File: src/rtl/mux_8ch.sv
// Registered 8-to-1 multiplexer over DATA_WIDTH-bit channels a..h.
// Optional MUX_SEL_CHANGE_EN adds a registered one-cycle selector-change flag.
module mux_8ch #(
    parameter int DATA_WIDTH = 32
) (
    input  logic                  clk_i,
    input  logic                  arstn_i,
    input  logic [2:0]            selector_i,
    input  logic [DATA_WIDTH-1:0] channel_a_i,
    input  logic [DATA_WIDTH-1:0] channel_b_i,
    input  logic [DATA_WIDTH-1:0] channel_c_i,
    input  logic [DATA_WIDTH-1:0] channel_d_i,
    input  logic [DATA_WIDTH-1:0] channel_e_i,
    input  logic [DATA_WIDTH-1:0] channel_f_i,
    input  logic [DATA_WIDTH-1:0] channel_g_i,
    input  logic [DATA_WIDTH-1:0] channel_h_i,
    output logic [DATA_WIDTH-1:0] channel_out_o
`ifdef MUX_SEL_CHANGE_EN
    ,
    output logic                  sel_changed_o
`endif
);

    // Array indexing lets an X/Z selector propagate X to the output in simulation.
    logic [DATA_WIDTH-1:0] channel [8];

    always_comb begin
        channel[0] = channel_a_i;
        channel[1] = channel_b_i;
        channel[2] = channel_c_i;
        channel[3] = channel_d_i;
        channel[4] = channel_e_i;
        channel[5] = channel_f_i;
        channel[6] = channel_g_i;
        channel[7] = channel_h_i;
    end

    always_ff @(posedge clk_i or negedge arstn_i) begin
        if (!arstn_i) begin
            channel_out_o <= '0;
        end else begin
            channel_out_o <= channel[selector_i];
        end
    end

`ifdef MUX_SEL_CHANGE_EN
    logic [2:0] sel_prev;

    // The first sample after reset compares against the reset value 0.
    always_ff @(posedge clk_i or negedge arstn_i) begin
        if (!arstn_i) begin
            sel_prev      <= 3'd0;
            sel_changed_o <= 1'b0;
        end else begin
            sel_prev      <= selector_i;
            sel_changed_o <= (selector_i != sel_prev);
        end
    end
`endif

endmodule

File: config.mk
export PLATFORM = sky130hd
export DESIGN_NAME = mux_8ch
export DESIGN_NICKNAME = d
export VERILOG_FILES = /design/src/rtl/mux_8ch.sv
export SDC_FILE = /design/constraint.sdc
export NUM_CORES = 1
export LEC_CHECK = 0
export ABC_AREA = 1
export ABC_CLOCK_PERIOD_IN_PS = 800
export CORE_AREA = 8 8 120 122
export CTS_BUF_LIST = sky130_fd_sc_hd__clkbuf_8
export CTS_CLUSTER_SIZE = 24
export DETAILED_ROUTE_END_ITERATION = 8
export DIE_AREA = 0 0 128 130
export GPL_TIMING_DRIVEN = 0
export MAX_ROUTING_LAYER = met4
export PLACE_DENSITY = 0.79
export SLEW_MARGIN = 40
export SYNTH_ARGS = -nofsm -noshare
export SYNTH_HDL_FRONTEND = slang
export SYNTH_SLANG_ARGS = --single-unit
File: constraint.sdc
create_clock -name clk_i -period 0.8 [get_ports clk_i]
set_input_delay 0.08 -clock clk_i [delete_from_list [all_inputs] [get_ports clk_i]]
set_output_delay 0.08 -clock clk_i [all_outputs]
set_load 0.02 [all_outputs]
==> summary.md <==
| Metric | Value |
|---|---|
| Status | finished with violations |
| Ports | between 200 and 300 |
| Grt met1 use | 0.2777 |
| Max-capacitance violation count | 0 |
| Worst hold margin | approximately 140 ps |
| Worst-margin pin slew | 485.5 ps |
| Syn_area_per_cell | ~4.8 um2 |
| Final HPWL DP | ~17,000 um |
| Compound-Gate Fraction of Synth Area | 0 |
| CTS tree | built |
| Logic pwr share | 0.558 |
| Top flop regs | channel_out_o x32 |
| Leakage | roughly 4.9 nW |
| Buf/Inv on CP | 1 |
| Fmax achieved | about 1100 MHz |
| Yosys cell types | 10 |
| Share of cells above drive strength 1 | 0.1308 |
| Final Hold Fails | 0 |
| Clock Power Share | 0.192 |
| Drc violations | 0 |
| Crit share post-route | 1.111 |
| Synth Instances | about 880 |
| Layout area overhead | 94.89% |
| Reg clk slew, reported paths | roughly 70 ps |
| CTS Root Cell | clkbuf_8 |
| Reg with most FFs | channel_out_o |
| Routed vias | slightly above 6,000 |
| Internal | between 4 and 5 mW |
| Final core occ | 0.6721 |
| Unrepaired setup endpoints after global routing | yes |
| PnR worst setup slack | -88.90 ps |
| Vias in the first global route | about 6,100 |
| Pins Over Slew Limit | 0 |
| Ys Warns | 0 |
| Antenna diodes | 0 |
| Total Wirelength | ~21,000 um |
| Sequential share of power | 0.250 |
| Largest net degree at the start of global routing | 21 |
| Met3 Track Usage GR | 0.05100 |
| Max incr delay on CP | a little under 400 ps |
| Largest register FFs | 32 |
| Nature of the critical path startpoint | flip-flop |
| Req. time, crit path | a little over 700 ps |
| ANT nets after route | 0 |
| Place WS | -911.5 ps |
| GP Congestion | between 0.9 and 1 |
| Post-Synth Adder-Cell Area | 0 |
| GRT busiest layer | met2 |
| Final cell count without fillers | about 1,400 |
| Seq/Total Area, Yosys | 0.1870 |
| Delay-heaviest family, CP | flip-flops |
| Setup TNS | -2502 ps |
| DRT iter0 DRCs | about 380 |
| Number of clock sinks | 32 |
| Psw | about 2.6 mW |
| Crit-path max FO | 1 |
| Die X | between 100 and 150 um |
| Sw Share | 0.3440 |
| Die area | ~17,000 um2 |
| Seq cells post-synth | 32 |
| Min Tclk post-route | 888.9 ps |
| Hold Crit Class | in2reg |
| Synth Cell Area | approximately 4300 um2 |
| Syn Nets | roughly 1,100 |
| Wire per inst | roughly 16 um |
| Slew Limit Headroom | 0.6763 |
| Clk buf depth | 2 |
| Cell Chain, Critical Path | buf_6 |
| Aggregate global routing overflow | 0 |
| Critical path class | reg2out |
| Main combinational cell family by area after synthesis | simple AND/OR/NAND/NOR gates |
| Synth Area in XOR/XNOR | 0 |
| DR vias/cell | ~4.5 |
| First-pass GRT wire length | 31,340 um |
| Initial Util | 0.3449 |
| H-tree Lvls | 2 |
| Cell Pwr Density | approximately 900 nW/um2 |
| Die Ht | 130 um |
| Port bufs | 291 |
| Post-Synth Simple-Gate Area | 0.5143 |
| Met2 global-route usage | 0.4508 |
| Peak supply drop | approximately 0.00057 V |
| Final net count | 1,461 |
| Worst setup EP type | output pin |
| CP arrival | roughly 810 ps |
| Row cnt | 41 |
| # setup viols final | 34 |
| DRT Pass-1 Iters | 5 |
| Cell Count Post-Placement | ~1,300 |
| Violated checks | setup timing |
| Gr usage total | 0.2486 |
| Initial antenna violation count | 0 |
| CTS Buf Count | 5 |
| Core ar. | approximately 12,000 um2 |
| Mux share of post-synthesis cell area | 0 |
| Worst path slowest cell | dfrtp_1 |
==> metrics by stage <==
stage	total power, mW	instance area, um2
after floorplan	3.442	4282
after global placement	5.495	7410
after detailed placement	5.553	7432
after CTS	7.284	7913
after global routing	7.950	8344
final	7.496	8344
==> path summary, 6_finish.rpt <==
check	from	end	slack [ps]	cells past startpoint
min	selector_i[2]	channel_out_o[30]	140	3
max	channel_out_o[13]	channel_out_o[13]	-90	1
min in group asynchronous	arstn_i	channel_out_o[18]	270	2
max in group asynchronous	arstn_i	channel_out_o[1]	90	3
==> area by class of cell <==
| type | instances | area, um2 |
|---|---|---|
| Tap cell | 172 | 215.2 |
| Multi-Input combinational cell | 544 | 2402 |
| Buffer | 48 | 560.5 |
| Inverter | 259 | 989.7 |
| Clock buffer | 7 | 96.34 |
| Fill cell | 1184 | 4070 |
| Timing Repair Buffer | 310 | 3279 |
| Sequential cell | 32 | 800.8 |
==> power by group through the flow <==
stage          sequential, mW  clock, mW  combinational, mW
3_5_place_dp             1.87          0               3.68
4_1_cts                  1.88       1.46               3.94
3_3_place_gp             1.87          0               3.63
5_1_grt                  1.90       1.52               4.54
2_1_floorplan            2.11          0               1.33
6_report                 1.88       1.44               4.18
==> cell usage after synthesis (all sizes together) <==
master  number  area (um2)
inv        259       972.2
nand2      416        1562
dfrtp       32       800.8
buf         41       280.3
nand3      128       640.6
clkbuf       7       26.28
==> cell usage in the layout (no fill, tap or decap), drive strengths merged <==
| master | count |
|---|---|
| nand2 | 416 |
| inv | 257 |
| clkdlybuf4s50 | 256 |
| nand3 | 128 |
| buf | 90 |
| dfrtp | 32 |
| clkbuf | 17 |
| clkinv | 2 |
| bufbuf | 1 |
| dlygate4sd3 | 1 |
==> routing by layer <==
layer	wire length (um)	up-vias
met5	0	-
met4	289	0
met3	1715	22
met2	10820	260
met1	8589	2709
li1	-	3115
==> kinds of logic after synthesis <==
group / Yosys count
buf+inv: 307
flops: 32
simple gates: 544
==> repair_timing <==
action	CTS	global route
setup buffers	7	2
cloned	3	6
pin swaps	2	32
hold buffers	1	0
hold endpoints to repair	12	0
resized for setup	273	82
endpoints found under the setup margin	64	62
(Power assumes the default switching activity.)
